==> src/rtl/coeff_loader_pkg.sv <==
// Shared types and constants for the coefficient loader.
// Optional feature macro: COEFF_LOADER_SAT_EN (clamps loaded words to signed 12 bits).
package coeff_loader_pkg;

  typedef enum logic [1:0] {
    IDLE = 2'd0,
    LOAD = 2'd1,
    DONE = 2'd2,
    ERR  = 2'd3
  } coeff_ld_state_t;

  // Width of the slice the coefficient bank actually consumes
  localparam int COEFF_OUT_W = 12;

  // Signed 12-bit limits, sign-extended to a 16-bit word
  localparam logic signed [15:0] SAT_MAX = 16'sh07FF;
  localparam logic signed [15:0] SAT_MIN = 16'shF800;

endpackage

==> src/rtl/coeff_sat.sv <==
// Combinational signed saturator: clamps a DATA_W word into the signed
// COEFF_OUT_W range, result sign-extended back to DATA_W.
module coeff_sat
  import coeff_loader_pkg::*;
#(
  parameter int DATA_W = 16
) (
  input  logic signed [DATA_W-1:0] din,
  output logic        [DATA_W-1:0] dout
);

  localparam logic signed [DATA_W-1:0] MAX_S = DATA_W'(SAT_MAX);
  localparam logic signed [DATA_W-1:0] MIN_S = DATA_W'(SAT_MIN);

  // Clamp above the positive limit and below the negative limit
  always_comb begin
    dout = din;
    if (din > MAX_S) begin
      dout = MAX_S;
    end else if (din < MIN_S) begin
      dout = MIN_S;
    end else begin
      dout = din;
    end
  end

endmodule

==> src/rtl/coeff_loader.sv <==
// Write-side sequencer for the convolver coefficient bank. Accepts a burst of
// NUM_COEFF words over valid/ready and issues one registered load strobe per
// accepted word; flags completion, abort and mid-burst timeout.
// Optional feature macro: COEFF_LOADER_SAT_EN (saturate coeff_in to signed 12 bits).
module coeff_loader
  import coeff_loader_pkg::*;
#(
  parameter int NUM_COEFF   = 3,
  parameter int DATA_W      = 16,
  parameter int SEL_W       = 2,
  parameter int TIMEOUT_CYC = 16
) (
  input  logic              clk,
  input  logic              rst,
  input  logic              wr_valid,
  input  logic [DATA_W-1:0] wr_data,
  output logic              wr_ready,
  input  logic              abort,
  input  logic              err_clr,
  output logic              coeff_ld,
  output logic [SEL_W-1:0]  coeff_sel,
  output logic [DATA_W-1:0] coeff_in,
  output logic              load_busy,
  output logic              load_done,
  output logic              load_err
);

  localparam int               TCNT_W   = $clog2(TIMEOUT_CYC + 1);
  localparam logic [SEL_W-1:0] LAST_IDX = SEL_W'(NUM_COEFF - 1);
  localparam logic [TCNT_W-1:0] TO_LAST = TCNT_W'(TIMEOUT_CYC - 1);

  coeff_ld_state_t    state_r;
  logic [SEL_W-1:0]   idx_r;
  logic [TCNT_W-1:0]  tcnt_r;
  logic               accept_s;
  logic               last_s;
  logic [DATA_W-1:0]  coeff_val_s;

`ifdef COEFF_LOADER_SAT_EN
  coeff_sat #(
    .DATA_W (DATA_W)
  ) u_coeff_sat (
    .din  (wr_data),
    .dout (coeff_val_s)
  );
`else
  assign coeff_val_s = wr_data;
`endif

  // abort beats a coincident word while a set is in progress
  assign accept_s = wr_valid & wr_ready & ~(abort & (state_r == LOAD));
  assign last_s   = (idx_r == LAST_IDX);

  // Sequencer FSM with registered handshake, status and bank-load outputs
  always_ff @(posedge clk or posedge rst) begin
    if (rst) begin
      state_r   <= IDLE;
      idx_r     <= '0;
      tcnt_r    <= '0;
      wr_ready  <= 1'b0;
      coeff_ld  <= 1'b0;
      coeff_sel <= '0;
      coeff_in  <= '0;
      load_busy <= 1'b0;
      load_done <= 1'b0;
      load_err  <= 1'b0;
    end else begin
      coeff_ld  <= 1'b0;
      load_done <= 1'b0;
      if (accept_s) begin
        coeff_ld  <= 1'b1;
        coeff_sel <= idx_r;
        coeff_in  <= coeff_val_s;
      end
      // Clear first so an ERR entry in the same cycle overrides it below
      if (err_clr) begin
        load_err <= 1'b0;
      end
      case (state_r)
        IDLE: begin
          tcnt_r <= '0;
          if (accept_s && last_s) begin
            state_r   <= DONE;
            idx_r     <= '0;
            wr_ready  <= 1'b0;
            load_busy <= 1'b0;
            load_done <= 1'b1;
          end else if (accept_s) begin
            state_r   <= LOAD;
            idx_r     <= idx_r + SEL_W'(1);
            wr_ready  <= 1'b1;
            load_busy <= 1'b1;
          end else begin
            wr_ready  <= 1'b1;
            load_busy <= 1'b0;
          end
        end
        LOAD: begin
          if (abort) begin
            state_r   <= ERR;
            wr_ready  <= 1'b0;
            load_busy <= 1'b0;
            load_err  <= 1'b1;
          end else if (accept_s) begin
            tcnt_r <= '0;
            if (last_s) begin
              state_r   <= DONE;
              idx_r     <= '0;
              wr_ready  <= 1'b0;
              load_busy <= 1'b0;
              load_done <= 1'b1;
            end else begin
              idx_r <= idx_r + SEL_W'(1);
            end
          end else begin
            tcnt_r <= tcnt_r + TCNT_W'(1);
            if (tcnt_r == TO_LAST) begin
              state_r   <= ERR;
              wr_ready  <= 1'b0;
              load_busy <= 1'b0;
              load_err  <= 1'b1;
            end
          end
        end
        DONE: begin
          state_r   <= IDLE;
          idx_r     <= '0;
          tcnt_r    <= '0;
          wr_ready  <= 1'b1;
          load_busy <= 1'b0;
        end
        ERR: begin
          state_r   <= IDLE;
          idx_r     <= '0;
          tcnt_r    <= '0;
          wr_ready  <= 1'b1;
          load_busy <= 1'b0;
        end
        default: begin
          state_r   <= IDLE;
          idx_r     <= '0;
          tcnt_r    <= '0;
          wr_ready  <= 1'b0;
          load_busy <= 1'b0;
        end
      endcase
    end
  end

endmodule

==> config.mk <==
export PLATFORM = sky130hd
export DESIGN_NAME = coeff_loader
export DESIGN_NICKNAME = d
export VERILOG_FILES = /design/src/rtl/coeff_loader_pkg.sv /design/src/rtl/coeff_sat.sv /design/src/rtl/coeff_loader.sv
export SDC_FILE = /design/constraint.sdc
export NUM_CORES = 1
export LEC_CHECK = 0
export CAP_MARGIN = 20
export CORE_UTILIZATION = 45
export CTS_BUF_LIST = sky130_fd_sc_hd__clkbuf_4
export DETAILED_ROUTE_END_ITERATION = 12
export GPL_TIMING_DRIVEN = 0
export HOLD_SLACK_MARGIN = 0.02
export PLACE_DENSITY = 0.87
export SKIP_LAST_GASP = 1
export SYNTH_ARGS = -nofsm -noshare
export SYNTH_HDL_FRONTEND = slang
export SYNTH_SLANG_ARGS = --single-unit
==> constraint.sdc <==
create_clock -name clk -period 1.87 [get_ports clk]
set_input_delay 0.4675 -clock clk [delete_from_list [all_inputs] [get_ports clk]]
set_output_delay 0.4675 -clock clk [all_outputs]
set_load 0.1 [all_outputs]
==> results.tsv, run 1 <==
metric	value	unit
post-synthesis instance total	112	
Cell Count, Final, Fillers Out	208	
Cell variety after synth	30	
Util after Layout	66.80	%
Synth Net Count	138	
Synth-to-Final Area Change	41.62	%
Clock Skew	0.01115	ns
Worst-path clk slew	0.09	ns
io pins	44	
placed instance area	1954	sq um
hpwl dp	2248	microns
sequential-to-total area share from yosys stat	55.60	%
Num CTS Buffers	5	
Post-DRT Antenna Nets	0	
Starting Density	47.17	%
IO Port Bufs	43	
YS warnings	0	
via-per-instance ratio	5.163	
Mapped Area	1440	sq um
Slowest-stage cell, CP	clkdlybuf4s15_2	
area of the multi-input gates	573.1	sq um
Hold Path Class	reg2reg	
Remaining Overflow, GRT	0	
Die X	58.57	microns
critical path capture point type	output pin	
Max FO, Critical Path	7	
CP startpoint kind	register	
nets@finish	189	
final worst path period share	96.34	%
fin crit period	1.801	ns
run status	completed	
Crit path max-delay family	buffers and inverters	
storage element area	802.0	sq um
actual slew at the worst max-slew pin	0.7121	ns
via count	1074	
cts hold-fix bufs	0	
Finished Cell Area	2039	sq um
Worst Path Arrival	1.33	ns
GRT Total Usage	19.93	%
share of cells above drive strength 1	35.37	%
# fillers	245	
WL per Instance	14.93	microns
row count	20	
worst rel slew slack	52.47	%
CTS tree	done	
pin count of the biggest net entering global routing	18	
CTS max path bufs	2	
Final Hold Viols	0	
die area	3430	sq um
Synth Register Bits	32	
CP max stage delay	0.57	ns
DR DRC count	0	
CP cell instances	clkdlybuf4s15_2	
GP Congestion	0.7594	
first-pass GRT wire length	4871	microns
Critical Path RT	1.40	ns
MaxCap Viol Count	0	
vias in the first global route	1037	
final setup violation count	0	
Achievable Freq	555.1	MHz
First-pass DRT Iterations	6	
RSZ-0062 raised after global routing	no	
Clock Latency Late Sink	0.34	ns
Sink Count	32	
H-tree depth	2	
WP buf/inv	1	
antenna violations before repair	0	
pre-CTS setup slack	-0.2233	ns
1st-iter DRT viols	19	
Mean Syn Cell Area	12.86	sq um
Setup WS post-layout	0.06852	ns
DP Cell Count	200	
drt total wl	3105	microns
max-slew violation count	0	
Worst Path Class, Setup	reg2out	
Die Ht	58.57	microns
clock root buffer	clkbuf_4	
core area	3053	sq um
# diodes	0	
path summary, 6_finish.rpt:
path	startpoint	slack, ns	depth (start not counted)	endpoint
worst max-delay path	wr_ready	0.07	1	wr_ready
worst min-delay path	coeff_in[1]	0.51	1	coeff_in[1]
worst max register to register	tcnt_r[0]	0.11	5	load_busy
worst min register to register	coeff_in[1]	0.51	1	coeff_in[1]
max in group asynchronous	rst	0.75	3	tcnt_r[3]
min in group asynchronous	rst	0.58	2	coeff_in[6]
synth_stat cells (all sizes together):
cell	instances	area [sq um]
a2111oi	1	15.01
a211o	1	8.760
a21o	1	7.510
a21oi	8	40.04
a31o	1	8.760
a31oi	2	12.51
a32oi	2	17.52
and2	1	6.260
and3	2	12.51
buf	3	27.52
clkbuf	1	5.000
dfrtp	32	800.8
ha	5	62.56
inv	9	33.78
mux2	18	236.5
mux2i	2	20.02
nand2	9	36.29
nand3	2	10.01
nand3b	1	7.510
nor2b	1	8.760
nor3	2	10.01
nor4	1	6.260
o21ai	2	10.01
o22ai	1	6.260
or3	2	12.51
or4	1	7.510
or4b	1	10.01
cell families (layout without fill, tap and decap cells):
| family | Yosys count | after routing | synth area share [%] |
|---|---|---|---|
| mux | 20 | 20 | 17.81 |
| buf+inv | 13 | 65 | 4.604 |
| compound gates | 19 | 19 | 8.776 |
| flops | 32 | 32 | 55.60 |
| fa+ha+maj | 5 | 5 | 4.344 |
| simple gates | 23 | 23 | 8.863 |
routing by layer:
layer  global-route usage, %  share of wire (%)  up-vias
li1                        -                  -      502
met1                   23.32                 41      535
met2                   33.99                 53       29
met5                       0                  0        -
met4                   12.24                2.4        0
met3                   3.736                4.1        8
sequential cells by signal (all words and copies together) (netlist names):
register   flops
coeff_sel      2
wr_ready       1
load_done      1
coeff_in      16
state_r        2
coeff_ld       1
load_busy      1
load_err       1
tcnt_r         5
idx_r          2
layout make-up:
type                    count  share of cell area [%]
clock inverters             1                  0.1840
repair buffers             44                   23.86
inverters                   9                   1.656
flip-flops and latches     32                   39.33
clock buffers               7                   2.577
well taps                  44                   2.699
plain buffers               4                   1.595
multi-input cells          67                   28.10
timing repair:
item | CTS | global route
buffers inserted | 0 | 0
resized for setup | 69 | 0
hold endpoints to repair | 0 | 0
setup endpoints to repair | 23 | 0
layout by cell type, fill, tap and decap left out, types with 5 or more instances in the layout:
cell type and count:
dfrtp_1 31, clkdlybuf4s15_2 23, clkdlybuf4s50_1 20, inv_1 9, mux2_4 9, mux2_2 9, nand2_1 8, a21oi_1 8
clkbuf_4 7, ha_1 5
stage by stage:
stage | hold slack [ns] | setup TNS [ns]
2_1_floorplan | 0.4970 | 0
3_3_place_gp | 0.4895 | -3.249
3_5_place_dp | 0.4920 | -4.192
4_1_cts | 0.5161 | 0
5_1_grt | 0.5330 | 0
6_report | 0.5116 | 0
Power of run 1 is not shown: default switching activity piles up to over one toggle a cycle in this logic, so the estimate is an artifact.
==> run 2, diff against run 1 <==
--- a/config.mk
+++ b/config.mk
@@ -12,6 +12,7 @@
 export GPL_TIMING_DRIVEN = 0
 export HOLD_SLACK_MARGIN = 0.02
 export PLACE_DENSITY = 0.87
+export RECOVER_POWER = 25
 export SKIP_LAST_GASP = 1
 export SYNTH_ARGS = -nofsm -noshare
 export SYNTH_HDL_FRONTEND = slang
==> results.tsv, run 2 (same netlist as run 1, synthesis figures left out) <==
metric	value	unit	change
pin count of the biggest net entering global routing	18		unchanged
first-pass GRT wire length	4871	microns	unchanged
run status	completed		unchanged
critical path capture point type	output pin		unchanged
CP startpoint kind	register		unchanged
largest registers	coeff_in: 16 flops, tcnt_r: 5 flops		unchanged
Critical Path Start	wr_ready		unchanged
nets@finish	189		unchanged
GP Congestion	0.7594		unchanged
final worst path period share	96.36	%	was 96.34%
CTS max path bufs	2		unchanged
Worst Path Class, Setup	reg2out		unchanged
die area	3430	sq um	unchanged
via count	1075		was 1074
io pins	44		unchanged
core area	3053	sq um	unchanged
Reg-to-Reg Start	tcnt_r[0]		unchanged
GRT Total Usage	19.93	%	unchanged
Remaining Overflow, GRT	0		unchanged
Hold Path Class	reg2reg		unchanged
MaxCap Viol Count	0		unchanged
commonest non-fill, non-tap cells in the layout	dfrtp_1 (31), clkdlybuf4s15_2 (23), clkdlybuf4s50_1 (19)		was dfrtp_1 (31), clkdlybuf4s15_2 (23), clkdlybuf4s50_1 (20)
Sink Count	32		unchanged
CP cell instances	clkdlybuf4s15_2		unchanged
final setup violation count	0		unchanged
Die X	58.57	microns	unchanged
max-slew violation count	0		unchanged
Worst Min Path Start	coeff_in[1]		unchanged
Clock Latency Late Sink	0.34	ns	about the same
Die Ht	58.57	microns	unchanged
Final Hold Viols	0		unchanged
setup TNS	0	ns	unchanged
Reg with most FFs	coeff_in		unchanged
Post-DRT Antenna Nets	0		unchanged
share of cells above drive strength 1	35.37	%	unchanged
Worst Path Arrival	1.33	ns	about the same
Slowest-stage cell, CP	clkdlybuf4s15_2		unchanged
Critical Path RT	1.40	ns	about the same
H-tree depth	2		unchanged
Worst-path clk slew	0.09	ns	about the same
CP max stage delay	0.57	ns	about the same
worst rel slew slack	58.82	%	was 52.47%
Max FO, Critical Path	7		unchanged
# fillers	248		was 245
antenna violations before repair	0		unchanged
# diodes	0		unchanged
Starting Density	47.17	%	unchanged
Achievable Freq	555.0	MHz	was 555.1 MHz
WP buf/inv	1		unchanged
Hold WS	0.5117	ns	was 0.5116 ns
RSZ-0062 raised after global routing	no		unchanged
1st-iter DRT viols	19		unchanged
IO Port Bufs	43		unchanged
Clock Skew	0.01231	ns	was 0.01115 ns
Synth-to-Final Area Change	40.05	%	was 41.62%
Cell Count, Final, Fillers Out	208		unchanged
Num CTS Buffers	5		unchanged
via-per-instance ratio	5.168		was 5.163
DR DRC count	0		unchanged
WL per Instance	15.02	microns	was 14.93 microns
CTS tree	done		unchanged
commonest non-fill, non-tap cell in the layout	dfrtp_1		unchanged
hpwl dp	2248	microns	unchanged
First-pass DRT Iterations	6		unchanged
DP Cell Count	200		unchanged
fin crit period	1.802	ns	was 1.801 ns
max reg flops	16		unchanged
drt total wl	3124	microns	was 3105 microns
clock root buffer	clkbuf_4		unchanged
row count	20		unchanged
Crit path max-delay family	buffers and inverters		unchanged
actual slew at the worst max-slew pin	0.6170	ns	was 0.7121 ns
vias in the first global route	1037		unchanged
run 2: changes by cell type in the layout (fill, tap and decap cells not counted), sizes merged:
cell	previous run	this run
buf	4	3
clkbuf	8	9
clkdlybuf4s50	20	19
dlygate4sd3	0	1
run 2: final timing paths:
kind / end / slack [ns] / cells after the start
max: wr_ready / 0.07 / 1
min: coeff_in[1] / 0.51 / 1
max reg2reg: load_busy / 0.11 / 5
min reg2reg: coeff_in[1] / 0.51 / 1
max in group asynchronous: tcnt_r[1] / 0.36 / 3
min in group asynchronous: coeff_in[6] / 0.67 / 2
run 2: timing repair:
item | 4_1_cts | 5_1_grt
resized for setup | 69 | 0
endpoints found under the setup margin | 23 | 0
hold buffers | 0 | 0
buffers inserted | 0 | 0
run 2: final cells by class:
class | count | area [sq um] | area share (%)
Timing Repair Buffer | 44 | 464.2 | 23.01
Clock buffer | 7 | 52.55 | 2.605
Tap cell | 44 | 55.05 | 2.730
Inverter | 9 | 33.78 | 1.675
Buffer | 4 | 32.53 | 1.613
Sequential cell | 32 | 802.0 | 39.76
Clock inverter | 1 | 3.754 | 0.1861
Multi-Input combinational cell | 67 | 573.1 | 28.41
run 2: routing by layer:
layer  global-route usage [%]  vias to the layer above  routed length, microns
li1                         -                      501                       -
met1                    23.32                      537                    1273
met2                    33.99                       29                    1649
met3                    3.736                        8                     126
met4                    12.24                        0                      75
met5                        0                        -                       0
run 2: metrics by stage:
step / worst slack (ns) / utilization [%] / area [sq um]
after floorplan: 0.1107 / - / 1441
after global placement: -0.1920 / 63.11 / 1927
after detailed placement: -0.2233 / 64.02 / 1954
after CTS: 0.05311 / 66.80 / 2039
after global routing: 0.006990 / 66.07 / 2017
final: 0.06813 / 66.07 / 2017
Power of run 2 is left out for the same reason.
==> run 3, diff against run 2 <==
--- a/config.mk
+++ b/config.mk
@@ -8,6 +8,7 @@
 export CAP_MARGIN = 20
 export CORE_UTILIZATION = 45
 export CTS_BUF_LIST = sky130_fd_sc_hd__clkbuf_4
+export CTS_CLUSTER_DIAMETER = 60
 export DETAILED_ROUTE_END_ITERATION = 12
 export GPL_TIMING_DRIVEN = 0
 export HOLD_SLACK_MARGIN = 0.02
==> results of run 3 <==
No change in the layout: final DEF, timing and power equal those of run 2.
Power of run 3 is left out for the same reason.
